===== src/rtl/sar_pkg.sv =====
// Shared types for the successive-approximation search engine.
package sar_pkg;

   typedef enum logic [1:0] {
      IDLE   = 2'd0,
      PROBE  = 2'd1,
      FINISH = 2'd2,
      SETTLE = 2'd3
   } state_t;

   function automatic int probes_w(input int w);
      return $clog2(w + 2);
   endfunction

endpackage


===== src/rtl/sar_next.sv =====
// Next probe point: midpoint of the W+1 bit bounds, truncated to W bits.
module sar_next #(
   parameter int W = 3
) (
   input  logic [W:0]   lo,
   input  logic [W:0]   hi,
   output logic [W-1:0] nxt
);

   assign nxt = W'((lo + hi) >> 1);

endmodule


===== src/rtl/sar_search.sv =====
// Binary-search initiator driving a magnitude comparator.
// Optional CMP_SETTLE_EN inserts a settle cycle ahead of every probe.
module sar_search
   import sar_pkg::*;
#(
   parameter int W = 3
) (
   input  logic                   clk,
   input  logic                   rst,
   input  logic                   start,
   input  logic                   cmp_gt,
   input  logic                   cmp_eq,
   input  logic                   cmp_lt,
   output logic [W-1:0]           guess,
   output logic                   busy,
   output logic                   done,
   output logic                   found,
   output logic                   err,
   output logic [W-1:0]           result,
   output logic [probes_w(W)-1:0] probes
);

   localparam int PW = probes_w(W);
   localparam logic [W:0]    HMAX = (W+1)'((1 << W) - 1);
   localparam logic [W:0]    ONE  = (W+1)'(1);
   localparam logic [W-1:0]  G0   = W'((1 << (W - 1)) - 1);
   localparam logic [W-1:0]  GMAX = '1;
   localparam logic [W-1:0]  GMIN = '0;
   localparam logic [PW-1:0] P1   = PW'(1);

`ifdef CMP_SETTLE_EN
   localparam state_t LOOP = SETTLE;
`else
   localparam state_t LOOP = PROBE;
`endif

   state_t state;
   logic [W:0] lo, hi;
   logic [W:0] lo_n, hi_n;
   logic [W:0] guess_x;
   logic [W-1:0] nxt;
   logic onehot;
   logic edge_hit;

   assign guess_x = {1'b0, guess};
   assign onehot  = (cmp_gt ^ cmp_eq ^ cmp_lt)
                  & ~(cmp_gt & cmp_eq & cmp_lt);

   // Bounds after applying this probe's outcome.
   always_comb begin
      lo_n = lo;
      hi_n = hi;
      if (cmp_gt) lo_n = guess_x + ONE;
      if (cmp_lt) hi_n = guess_x - ONE;
   end

   assign edge_hit = (cmp_gt && guess == GMAX)
                   || (cmp_lt && guess == GMIN)
                   || (lo_n > hi_n);

   sar_next #(.W(W)) u_next (
      .lo  (lo_n),
      .hi  (hi_n),
      .nxt (nxt)
   );

   always_ff @(posedge clk or posedge rst) begin
      if (rst) begin
         state  <= IDLE;
         guess  <= '0;
         busy   <= 1'b0;
         done   <= 1'b0;
         found  <= 1'b0;
         err    <= 1'b0;
         result <= '0;
         probes <= '0;
         lo     <= '0;
         hi     <= HMAX;
      end else begin
         done <= 1'b0;
         case (state)
            IDLE: begin
               if (start) begin
                  lo     <= '0;
                  hi     <= HMAX;
                  guess  <= G0;
                  probes <= '0;
                  found  <= 1'b0;
                  err    <= 1'b0;
                  busy   <= 1'b1;
                  state  <= LOOP;
               end
            end
            SETTLE: state <= PROBE;
            PROBE: begin
               probes <= probes + P1;
               if (!onehot) begin
                  err   <= 1'b1;
                  found <= 1'b0;
                  done  <= 1'b1;
                  busy  <= 1'b0;
                  state <= FINISH;
               end else if (cmp_eq) begin
                  result <= guess;
                  found  <= 1'b1;
                  done   <= 1'b1;
                  busy   <= 1'b0;
                  state  <= FINISH;
               end else if (edge_hit) begin
                  found <= 1'b0;
                  done  <= 1'b1;
                  busy  <= 1'b0;
                  state <= FINISH;
               end else begin
                  lo    <= lo_n;
                  hi    <= hi_n;
                  guess <= nxt;
                  state <= LOOP;
               end
            end
            FINISH: state <= IDLE;
            default: state <= IDLE;
         endcase
      end
   end

endmodule


===== config.mk =====
export PLATFORM = sky130hd
export DESIGN_NAME = sar_search
export DESIGN_NICKNAME = d
export VERILOG_FILES = /design/src/rtl/sar_pkg.sv /design/src/rtl/sar_next.sv /design/src/rtl/sar_search.sv
export SDC_FILE = /design/constraint.sdc
export NUM_CORES = 1
export LEC_CHECK = 0
export CAP_MARGIN = 5
export CORE_MARGIN = 2
export CORE_UTILIZATION = 48
export DETAILED_ROUTE_END_ITERATION = 10
export PLACE_DENSITY = 0.74
export SYNTH_ARGS = -nofsm -noshare
export SYNTH_HDL_FRONTEND = slang
export SYNTH_SLANG_ARGS = --single-unit

===== constraint.sdc =====
create_clock -name clk -period 2.7 [get_ports clk]
set_clock_uncertainty 0.05 [all_clocks]
set_input_delay 0.405 -clock clk [delete_from_list [all_inputs] [get_ports clk]]
set_output_delay 0.405 -clock clk [all_outputs]
set_load 0.005 [all_outputs]

* Yosys cells after proc, flatten, opt, wreduce, memory -nomap -nowiden
Cells that the tools add are included.
** Word-level totals
- Memory bits (writable) :: 0
- Bits in registers :: 23
- Logic and storage cells :: 82
- Output and inout port bits :: 13
- Bits in latches :: 0
- ROM bits :: 0
- Memories kept :: 0
** Cells by class
- Divide/modulo/power cells :: 0
- Eq/ne operators :: 10
- Muxes and demuxes :: 39
- Multiply operators :: 0
- Add/sub/neg operators :: 4
- Shifts and indexed selects :: 0
- Magnitude comparators :: 1
- Reductions and logical operators :: 12
- Bitwise gates (word level) :: 6
** Operators with widths (count)
- $mux 4 :: 10
- $pmux 4 s2 :: 2
- $mux 3 :: 5
- $mux 1 :: 12
- $pmux 3 s2 :: 2
- $ne 2x2->1 const B :: 5
- $reduce_and 3->1 :: 3
- $mux 2 :: 4
- $pmux 2 s4 :: 1
- $pmux 1 s2 :: 3
- $reduce_and 5->1 :: 1
- $add 3x1->4 const B :: 1
- $add 4x4->4 :: 1
- $eq 2x2->1 const B :: 2
- $gt 4x4->1 :: 1
- $ne 4x4->1 const B :: 1
- $sub 3x1->4 const B :: 1
- $add 3x1->3 const B :: 1
- $and 1x1->1 :: 3
- $eq 3x3->1 const B :: 1
- $logic_not 3->1 :: 1
- $eq 2x1->1 const B :: 1
- $logic_and 1x1->1 :: 2
- $logic_not 2->1 :: 1
- other kinds (5) :: 7

* Depth between registers and ports, before layout
- Depth after elaboration :: 8
- Gate-level depth with buffers :: 12
- Mapped depth without buffers :: 12

* Hierarchy
A second synthesis with hierarchy kept.
** Second synthesis, totals
- Cell total of the unflattened synthesis :: 136
- Area, all modules :: 1418.9 sq um
** Modules (own cells, without submodules)
- sar_search :: cells each 127, area an instance 1322.5 sq um, seq. area each 579.3 sq um, instances 1
- sar_next :: cells each 9, area an instance 96.3 sq um, seq. area each 0.0 sq um, instances 1

* Least setup slack after synthesis
No wires, ideal clock.
- Kind :: register to register
- From :: register guess[0]
- To :: register guess[0]
- Data required time :: 2.529 ns
- Path buffers :: 0
- Clock period less this slack :: 2.587 ns
- Arrival :: 2.416 ns
- Stages on the path, launching flop included :: 10
- Slack :: 0.113 ns
- Cells stage by stage :: dfrtp_1 inv_1 ha_1 mux2_2 ha_1 o21bai_1 a221o_1 a21oi_2 nand3_1 o22a_1
** Between the ends
- Word-level cells in the longest chain between the ends :: 7
** RTL lines
- start: declaration :: line sar_search.sv:14 : output logic [W-1:0] guess,
- start signal: assignment :: line sar_search.sv:117 : guess <= nxt;
- $add 3x1->4 / $sub 3x1->4 (equally long branches) :: line sar_search.sv:53, sar_search.sv:54
- $mux 4, on equally long branches :: line sar_search.sv:53, sar_search.sv:54
- $add 4x4->4 :: line sar_next.sv:10 : assign nxt = W'((lo + hi) >> 1);
- $mux 3 :: line sar_search.sv:109 : end else if (edge_hit) begin
- $mux 3 :: line sar_search.sv:103 : end else if (cmp_eq) begin
- $mux 3 :: line sar_search.sv:97 : if (!onehot) begin
- $pmux 3 s2 :: line sar_search.sv:81 : case (state)
Parallel ways exist; a longest one is shown, timed or not. The select of a mux whose other input is x is not followed.
A chain may end at the register's enable or synchronous reset.

* Final worst setup path
- From :: register guess[0]
- To :: register guess[1]
The elaborated chain is that of the path after synthesis.

==> impl_metrics.csv <==
group,metric,value,unit
worst_setup_path,r2r_cells,12,
synth,synth_fp_nets,151,
worst_setup_path,cp_slowest_cell,"dfrtp_1",
global_routing,grt_pass1_vias,1114,
cts,clockBufferDepth,2,
timing,setup_viol,0,
synth,synth_edf_count,0,
die,core,2710,µm²
final_layout,nNetsFinal,186,
power_and_ir_drop,power.density,985,nW/µm²
die,fp.dieH,57.2,µm
timing,timing.final.crit_period,2620,ps
power_and_ir_drop,leakage,0.789,nW
synth,ys.flop_type,"dfrtp_1",
placement,gp_congestion,0.875,
worst_setup_path,crit_top_cell,"inv_2",
cts,tritoncts,"yes",
final_layout,final_util,66.5,%
power_and_ir_drop,seqPwrFrac,32.8,%
routing,drc,0,
timing,hold_ws,454,ps
worst_setup_path,cp_top_family,"compound AO/OA/AOI/OAI gates",
timing,clock.fmax,381,MHz
final_layout,antenna_cells,0,
synth,syn_inst,131,
routing,drt-pass1-iter-count,4,
run_status,outcome,"complete, no violations",
placement,portBuffers,18,
synth,synth_largest_area_cell,"dfrtp_1",
worst_setup_path,path_depth,12,
cts,htree_num_levels,1,
worst_setup_path,arrival,2840,ps
worst_setup_path,rr_startpoint,"guess[0]",
cts,root_buffer,"clkbuf_4",
die,start_util,50.1,%
timing,max-slew-margin-rel,42.9,%
die,die_w,57.2,µm
timing,slew_violations,0,
worst_setup_path,startpoint_type,"flop",
final_layout,finalNonFillerCells,196,
timing,post-route-period-util,97.2,%
synth,ys_types,40,
global_routing,grt_pass1_wl,5.15,mm
cts,clk-insertion-delay-late,320,ps
synth,syn_area,1360,µm²
cts,path_clk_slew,130,ps
worst_setup_path,criticalPathCategory,"reg -> reg",
placement,placed_cells,189,
timing,tightest_slew,855,ps
synth,ys_async_sr_fraction,100,%
power_and_ir_drop,swShare,40.4,%
power_and_ir_drop,p_sw,0.717,mW
placement,dpl.hpwl,2.31,mm
worst_setup_path,regToRegSetupSlack,80,ps
power_and_ir_drop,internal-power,1.06,mW
worst_setup_path,cp_cell_sequence,"inv_2 -> ha_2 -> xnor2_1 -> nand2_1 -> o21ai_2 -> inv_2 -> ha_4 -> nor2b_1 -> a221o_1 -> a211oi_4 -> buf_6 -> o32a_1",
synth,synth.top_cells.by_count,"dfrtp_1, ha_1, inv_1",
worst_setup_path,max_stage_delay,440,ps
worst_setup_path,timing.rr.end,"guess[1]",
cts,cts_made_buffers,3,
power_and_ir_drop,power_frac_clock,9.3,%
worst_setup_path,critPathBufInv,3,
final_layout,syn_to_final_growth,32.8,%
synth,yosysTopAreaCellShare,36.9,%
routing,vias_per_cell,5.86,
worst_hold_path,min_path_type,"reg -> reg",
synth,synth.avg_cell_area,10.4,µm²
worst_setup_path,critPathCaptureType,"flop",
flow_run,maxCapViolCount,0,
routing,routed_wl,3.18,mm
routing,drt_iter0_markers,61,
timing,hold_violations,0,
worst_setup_path,cp_data_required_time,2920,ps
power_and_ir_drop,ir_drop,0.687,mV
worst_setup_path,worstPathMaxFanout,6,
synth,yosysWarningCount,0,
cts,ctsHoldBuffers,0,
routing,wl_per_cell,16.2,µm
global_routing,grt_start_max_net_pins,24,
global_routing,antenna_found_initial,0,
cts,clock-sinks,23,
routing,ant_nets,0,
die,die_area,3270,µm²
synth,synth.most_common_cell,"dfrtp_1",
power_and_ir_drop,p_comb_share,58.0,%
global_routing,grt-ovfl-total,0,
worst_setup_path,critPathCapture,"guess[1]",
die,io_pins,19,
worst_setup_path,crit_start,"guess[0]",
synth,yosys_register_bits,23,
final_layout,drive_gt1_share,29.1,%
die,rows,19,
routing,num_vias,1148,
timing,rsz0062_at_grt,"true",
synth,yosysSeqAreaShare,42.7,%
global_routing,grtUsageTotal,20.7,%
synth,synthTopCellsByArea,"dfrtp_1, ha_1, dfstp_2",
-- metrics by stage --
step | total power, mW | setup slack [ps] | TNS [ps] | instance area, µm²
3_5_place_dp | 1.49 | -266 | -2660 | 1650
5_1_grt | 1.91 | -50.5 | -213 | 1800
6_report | 1.78 | 76.3 | 0 | 1800
3_3_place_gp | 1.46 | -206 | -1910 | 1650
4_1_cts | 1.70 | 6.69 | 0 | 1720
2_1_floorplan | 1.11 | 113 | 0 | 1360
-- worst min-delay path by stage --
stage	start	to	slack [ps]	depth (start not counted)
floorplan	rst	busy	350	1
global placement	result[2]	result[2]	420	2
detailed placement	result[2]	result[2]	420	2
CTS	result[2]	result[2]	450	2
global route	result[1]	result[1]	490	2
finish	result[1]	result[1]	450	2
-- worst register-to-register path, cell delays in order (launching register included) --
cell      delay, ps
dfrtp_1         440
inv_2           100
ha_2            200
xnor2_1         170
nand2_1         100
o21ai_2         110
inv_2            60
ha_4            250
nor2b_1          50
a221o_1         370
a211oi_4        350
buf_6           160
o32a_1          160
-- cell families (layout without fill, tap and decap cells) --
group / count (synthesis) / count (layout) / synth area share [%]
buffers and inverters: 15 / 49 / 4.52
and+or+nand+nor: 34 / 34 / 13.1
AOI/OAI and AO/OA: 35 / 35 / 19.3
adders and majority gates: 14 / 14 / 12.9
muxes: 7 / 7 / 5.62
xor gates and xnor gates: 3 / 3 / 1.94
DFF: 23 / 23 / 42.7
-- registers in the layout, indices dropped and copies added (netlist names) --
register  flops
err           1
guess         3
probes        3
found         1
state         2
hi            4
done          1
result        3
lo            4
busy          1
-- power by group through the flow --
stage	Sequential, mW	Clock (mW)	Combinational [mW]
3_3_place_gp	0.572	0	0.883
6_report	0.582	0.165	1.03
2_1_floorplan	0.559	0	0.548
4_1_cts	0.576	0.167	0.961
5_1_grt	0.598	0.178	1.13
3_5_place_dp	0.579	0	0.908
-- per-layer routing --
metal  vias to the layer above  GRT usage, %  part of all wire (%)
met5                         -             0                     0
met2                        30          34.3                    50
met3                         5          3.40                   3.9
li1                        537             -                     -
met4                         0          7.97                   1.7
met1                       576          27.1                    44
-- timing repair --
item | 4_1_cts | 5_1_grt
setup buffers | 0 | 3
resized for setup | 9 | 13
pin swaps | 5 | 9
endpoints found under the setup margin | 5 | 13
-- area by class of cell --
class | instances | area, µm²
flip-flops and latches | 23 | 579
clock inverters | 1 | 5.00
fillers | 211 | 907
inverters | 12 | 45.0
clock buffers | 3 | 22.5
well taps | 31 | 38.8
repair buffers | 33 | 302
multi-input cells | 93 | 811
-- cell usage in the layout (no fill, tap or decap), types with 2 or more instances in the layout --
| cell | n |
|---|---|
| clkbuf_4 | 3 |
| a22o_1 | 2 |
| nand3b_1 | 2 |
| inv_1 | 9 |
| o21ai_0 | 7 |
| and2_1 | 2 |
| a21oi_1 | 4 |
| clkdlybuf4s50_1 | 16 |
| mux2_2 | 3 |
| o22ai_1 | 3 |
| dfstp_2 | 3 |
| o32a_1 | 3 |
| nor2b_1 | 3 |
| ha_1 | 7 |
| ha_2 | 3 |
| ha_4 | 4 |
| mux2_4 | 2 |
| xnor2_1 | 3 |
| nor2_1 | 7 |
| dfrtp_1 | 20 |
| o21ai_2 | 2 |
| inv_2 | 3 |
| buf_4 | 14 |
| nor3_1 | 2 |
| nand2_1 | 10 |
| nand3_1 | 2 |
| dlymetal6s2s_1 | 2 |
No activity file was read; power rests on OpenSTA's default activity.
